## src/rtl/width_split.sv

```systemverilog
`timescale 1ns/1ps
// -----------------------------------------------------------------------------
// width_split
// Wide-to-narrow serializer. Each accepted DSIZE*NSIZE-bit word is emitted as
// up to NSIZE lanes of DSIZE bits each, most-significant lane first. A word can
// carry fewer than NSIZE valid lanes. When this block feeds width_combin, the
// original words come back unchanged.
//
// Ports
//   clock          rising-edge clock
//   rst            asynchronous, active-high reset
//   wr_data        wide input word
//   wr_len         valid lanes in wr_data, counted from the MSB lane
//                  (0 or >NSIZE means NSIZE)
//   wr_vld         wr_data / wr_len / wr_last are valid
//   wr_ready       a word can be accepted this cycle (combinational on rd_ready)
//   wr_last        this word ends the packet
//   rd_data        current lane
//   rd_vld         rd_data is valid
//   rd_ready       downstream accepts the lane
//   rd_last        final lane of the final word of a packet
//   rd_align_last  final lane of every word
// -----------------------------------------------------------------------------
module width_split #(
    parameter  int DSIZE = 1,
    parameter  int NSIZE = 8,
    localparam int LSIZE = $clog2(NSIZE + 1)
) (
    input  logic                   clock,
    input  logic                   rst,
    input  logic [DSIZE*NSIZE-1:0] wr_data,
    input  logic [LSIZE-1:0]       wr_len,
    input  logic                   wr_vld,
    output logic                   wr_ready,
    input  logic                   wr_last,
    output logic [DSIZE-1:0]       rd_data,
    output logic                   rd_vld,
    input  logic                   rd_ready,
    output logic                   rd_last,
    output logic                   rd_align_last
);

    localparam int               WIDTH   = DSIZE * NSIZE;
    localparam logic [LSIZE-1:0] NSIZE_L = LSIZE'(NSIZE);
    localparam logic [LSIZE-1:0] ONE_L   = LSIZE'(1);

    logic [WIDTH-1:0] shift_q;     // current lane always sits in the top DSIZE bits
    logic [LSIZE-1:0] point_q;     // index of the lane being presented
    logic [LSIZE-1:0] len_q;       // valid lanes in the word being emitted
    logic             vld_q;
    logic             pkt_last_q;  // captured wr_last of the word being emitted

    logic [LSIZE-1:0] wr_len_eff;
    logic             final_lane;
    logic             in_xfer;
    logic             out_xfer;

    // Zero or out-of-range lengths mean a full word.
    always_comb begin
        wr_len_eff = wr_len;
        if (wr_len == '0 || wr_len > NSIZE_L)
            wr_len_eff = NSIZE_L;
    end

    assign final_lane    = (point_q == len_q - ONE_L);
    assign rd_vld        = vld_q;
    assign rd_data       = shift_q[WIDTH-1 -: DSIZE];
    assign rd_align_last = vld_q & final_lane;
    assign rd_last       = rd_align_last & pkt_last_q;

    // A new word may enter when idle, or when the final lane leaves this very
    // cycle; the latter gives back-to-back words with no bubble. This path
    // depends only on rd_ready and local state, never on wr_vld, so chained
    // instances cannot form a combinational loop.
    assign wr_ready = ~rst & (~vld_q | (rd_ready & rd_align_last));

    assign in_xfer  = wr_vld & wr_ready;
    assign out_xfer = vld_q & rd_ready;

    // NOTE: state is updated with non-blocking assignments so every register
    // samples pre-edge values; the asynchronous reset branch comes first.
    always_ff @(posedge clock or posedge rst) begin
        if (rst) begin
            shift_q    <= '0;
            point_q    <= '0;
            len_q      <= '0;
            vld_q      <= 1'b0;
            pkt_last_q <= 1'b0;
        end else if (in_xfer) begin
            shift_q    <= wr_data;
            len_q      <= wr_len_eff;
            point_q    <= '0;
            pkt_last_q <= wr_last;
            vld_q      <= 1'b1;
        end else if (out_xfer) begin
            if (final_lane) begin
                vld_q <= 1'b0;
            end else begin
                point_q <= point_q + ONE_L;
                shift_q <= shift_q << DSIZE;
            end
        end
    end

endmodule

```

## config.mk

```make
export PLATFORM = sky130hd
export DESIGN_NAME = width_split
export DESIGN_NICKNAME = d
export VERILOG_FILES = /design/src/rtl/width_split.sv
export SDC_FILE = /design/constraint.sdc
export NUM_CORES = 1
export LEC_CHECK = 0
export CORE_MARGIN = 2
export CORE_UTILIZATION = 52
export DETAILED_ROUTE_END_ITERATION = 12
export GPL_TIMING_DRIVEN = 0
export PLACE_DENSITY = 0.93
export SETUP_SLACK_MARGIN = 0.3
export SYNTH_ARGS = -nofsm -noshare
export SYNTH_HDL_FRONTEND = slang
export SYNTH_SLANG_ARGS = --single-unit
```

## constraint.sdc

```tcl
create_clock -name clock -period 4.6 [get_ports clock]
set_clock_uncertainty 0.05 [all_clocks]
set_input_delay 1.15 -clock clock [delete_from_list [all_inputs] [get_ports clock]]
set_output_delay 1.15 -clock clock [all_outputs]
set_load 0.005 [all_outputs]
```

---- After elaboration in Yosys (flattened, before gate mapping) ----
Index checks and enable logic that the tools add are counted.
word-level totals
  register bits ........................... 18
  input port bits ......................... 17
  output and inout bits ................... 5
  word-level logic and storage cells ...... 35
operators by class
  add/sub/neg operators ................... 2
  $lt $le $gt $ge ......................... 1
  equal/unequal tests ..................... 2
  muxes and demuxes ....................... 10
  bitwise gates (word level) .............. 9
  reductions and logical operators ........ 6
operators with widths
  kind                                                                      count
  8-bit 2-to-1 mux                                                          3
  4-bit 2-to-1 mux                                                          4
  1-bit bitwise AND                                                         6
  4-bit by 1-bit adder with 4-bit output (second input constant)            1
  4-bit equality test                                                       1
  4-bit greater-than comparator (second input constant)                     1
  4-bit logical NOT                                                         1
  2-bit AND reduction                                                       2
  2-bit nonzero test                                                        2
  4-bit by 1-bit subtractor with 4-bit output (second input constant)       1
  1-bit 2-to-1 mux                                                          3
  2-bit by 1-bit inequality test with 1-bit output (second input constant)  1
  1-bit NOT                                                                 2
  1-bit logical OR                                                          1
  1-bit OR                                                                  1

---- Depth between registers and ports, before layout ----
  word-level depth ........................ 9
  mapped depth ............................ 9
  gate-level depth less buffers ........... 7

---- Worst setup path before layout ----
Ideal clock, no wire load.
  kind .................................... input to output
  from .................................... input rd_ready
  to ...................................... output wr_ready
  arrival time ............................ 1.431 ns
  required time ........................... 3.400 ns
  path slack .............................. 1.969 ns
  stages .................................. 2
  path buffers ............................ 0
  cell sequence ........................... a41oi_1 > nor2_1
on the way
  word-level cells in the longest chain between the ends .. 3
RTL lines
  what                RTL line  RTL
  start: declaration  38        input logic rd_ready,
  1-bit bitwise AND   75        assign wr_ready = ~rst & (~vld_q | (rd_ready & rd_align_last));
  1-bit OR            75
  1-bit bitwise AND   75
  end: declaration    34        output logic wr_ready,
No other way between the ends.

---- Worst setup path in the final report ----
Ends and elaborated chain as after synthesis.

==> results_dict.tcl <==
set metrics [dict create \
    place_inst 142 \
    synthToLayoutAreaGrowth_pct 28.9 \
    ys_seq_area_share_pct 46.9 \
    hpwl_um 1430 \
    routed-via-count 774 \
    power_frac_seq_pct 37.1 \
    clkSlewWorstSetupHoldPaths_ps 110 \
    ios 22 \
    viasPerCell 5.30 \
    switchingPower_w 0.000295 \
    met1_usage_pct 25.7 \
    final.period_utilization_pct 78.6 \
    fin_cells 146 \
    ant_nets 0 \
    startpoint_type "input port" \
    hold_buffers 0 \
    clockBufferDepth 2 \
    synth_nets 115 \
    synth.area.mux_share_pct 7.43 \
    synthAdderAreaFrac_pct 2.61 \
    grt_pass1_vias 723 \
    clk_latency_ps 290 \
    cts_buffers 3 \
    slew_violations 0 \
    tritoncts "done" \
    critical_path_arrival_ps 2420 \
    critPathCaptureType "output port" \
    hold_violations 0 \
    track_usage_pct 19.8 \
    overflow 0 \
    swShare_pct 38.7 \
    setup-tns-final_ps 0 \
    antenna_cells 0 \
    p_leak_nw 0.569 \
    yosys.area_share.simple_pct 14.3 \
    p_int_w 0.000469 \
    vdd_drop_max_v 0.000349 \
    synth.avg_cell_area_um2 10.0 \
    critPathRequiredTime_ps 3400 \
    die_h_um 47.0 \
    start_util_pct 55.6 \
    htree_levels 1 \
    yosys.area_share.xor_xnor_pct 6.39 \
    power_density_nw_per_um2 617 \
    drc 0 \
    clockPowerShare_pct 12.9 \
    synth_top_family_by_area "simple AND/OR/NAND/NOR gates" \
    max_slew_margin_pct 53.9 \
    combPwrFrac_pct 50.0 \
    grtUsageMet2_pct 32.1 \
    wl_per_cell_um 13.3 \
    top_usage_layer "met2" \
    final_area_um2 1240 \
    syn_area_um2 960 \
    io_buffers 21 \
    async_reset_ff_share_pct 100 \
    finalSetupViolations 0 \
    yosys_warnings 0 \
    status "complete, no violations" \
    core_area_um2 1730 \
    antenna_found_initial 0 \
    nets 141 \
    synth-compound-area-share_pct 14.2 \
    clockRootBuffer "clkbuf_4" \
    post-route-min-period_ps 3620 \
    synth_seq_cells 18 \
    path_max_fanout 3 \
    max_freq_mhz 277 \
    grt_pass1_wl_um 3080 \
    fp.dieW_um 47.0 \
    grt_start_max_net_pins 19 \
    synth.distinct_cells 30 \
    worstMarginPinSlew_ps 690 \
    ctsResizeCount 0 \
    drt-initial-drc-count 7 \
    rsz0062_at_grt "false" \
    first_pass_iters 4 \
    min_path_type "reg -> reg" \
    synth_ff_type "dfrtp_1" \
    holdPathStages 1 \
    drt_wl_total_um 1940 \
    grt.met3_usage_pct 1.15 \
    syn_inst 96 \
    power.total_w 0.000764 \
    reg2reg_depth 8 \
    drive_gt1_share_pct 11.6 \
    synth-edff-count 0 \
    placed_area_um2 1200 \
    row_count 15 \
    cts.sinks 18 \
    post_cts_buffers 0 \
    maxCapViolCount 0 \
    die_area_um2 2210 \
    place.gp.congestion 0.786 \
    worstSetupPathType "in -> out" \
]
## worst max-delay path: stages
cell             delay (ps)
clkdlybuf4s50_1         480
a41oi_1                 150
nor2_1                  120
clkdlybuf4s50_1         500
## state kept, by name, indices dropped and copies added, names as in the netlist
signal,cells
pkt_last_q,1
point_q,4
rd_vld,1
shift_q,8
len_q,4
## cell families after synthesis
logic type                 after synthesis
adders and majority gates                2
xor gates and xnor gates                 7
AOI/OAI and AO/OA                       19
DFF                                     18
buffers and inverters                   15
muxes                                    7
and+or+nand+nor                         28
## final timing paths
kind	slack [ps]	endpoint	startpoint
worst max register to register	2370	point_q[2]	len_q[0]
worst min register to register	470	pkt_last_q	pkt_last_q
min in group asynchronous	1250	rd_vld	rst
worst max-delay path	980	wr_ready	rd_ready
max in group asynchronous	2810	shift_q[4]	rst
worst min-delay path	470	pkt_last_q	pkt_last_q
## cells in the final DEF, fill, tap and decap left out, drive strengths merged
cell / Yosys / routed
clkdlybuf4s50: 0 / 21
dfrtp: 18 / 18
nor2: 12 / 12
inv: 11 / 11
mux2i: 6 / 6
a21oi: 5 / 5
xnor2: 4 / 4
o21ai: 4 / 4
nand2: 4 / 4
clkbuf: 0 / 4
buf: 4 / 4
xor2: 3 / 3
nand3: 3 / 3
nor3: 2 / 2
nand2b: 2 / 2
or3b: 2 / 2
o221ai: 2 / 2
ha: 2 / 2
o211ai: 2 / 2
o31ai: 2 / 2
nor4: 1 / 1
a31oi: 1 / 1
a311o: 1 / 1
a41oi: 1 / 1
mux2: 1 / 1
and4: 1 / 1
and2: 1 / 1
o2bb2ai: 1 / 1
## layer usage
| layer | vias to the layer above | wire length (um) |
|---|---|---|
| li1 | 378 | - |
| met1 | 359 | 855 |
| met2 | 31 | 952 |
| met3 | 6 | 89 |
| met4 | 0 | 40 |
| met5 | - | 0 |
## area by class of cell
| cell class | count | area (um^2) |
|---|---|---|
| Timing Repair Buffer | 21 | 210 |
| Clock buffer | 4 | 36.3 |
| Multi-Input combinational cell | 63 | 432 |
| Sequential cell | 18 | 450 |
| Inverter | 11 | 41.3 |
| Fill cell | 129 | 489 |
| Buffer | 4 | 36.3 |
| Tap cell | 25 | 31.3 |
## cells in the mapped netlist (3+ instances only)
cell / number / area (um^2)
dfrtp_1: 18 / 450
nor2_1: 12 / 45.0
inv_1: 11 / 41.3
mux2i_1: 6 / 60.1
a21oi_1: 5 / 25.0
nand2_1: 4 / 15.0
o21ai_0: 4 / 20.0
xnor2_1: 4 / 35.0
nand3_1: 3 / 15.0
xor2_1: 3 / 26.3
## stage by stage
stage          hold WS (ps)  util (%)  setup slack [ps]
4_1_cts                 475      71.7               976
3_3_place_gp            432      69.6              1000
2_1_floorplan           419         -              1970
5_1_grt                 499      71.7               915
6_report                472      71.7               984
3_5_place_dp            451      69.6               982
## power groups by stage
stage	Clock (W)	Sequential (W)	Combinational [W]
6_report	0.0000985	0.000283	0.000382
2_1_floorplan	0	0.000271	0.000283
3_5_place_dp	0	0.000286	0.000381
3_3_place_gp	0	0.000279	0.000358
4_1_cts	0.000100	0.000282	0.000384
5_1_grt	0.000107	0.000288	0.000428
Power figures use the tool's default switching activity.
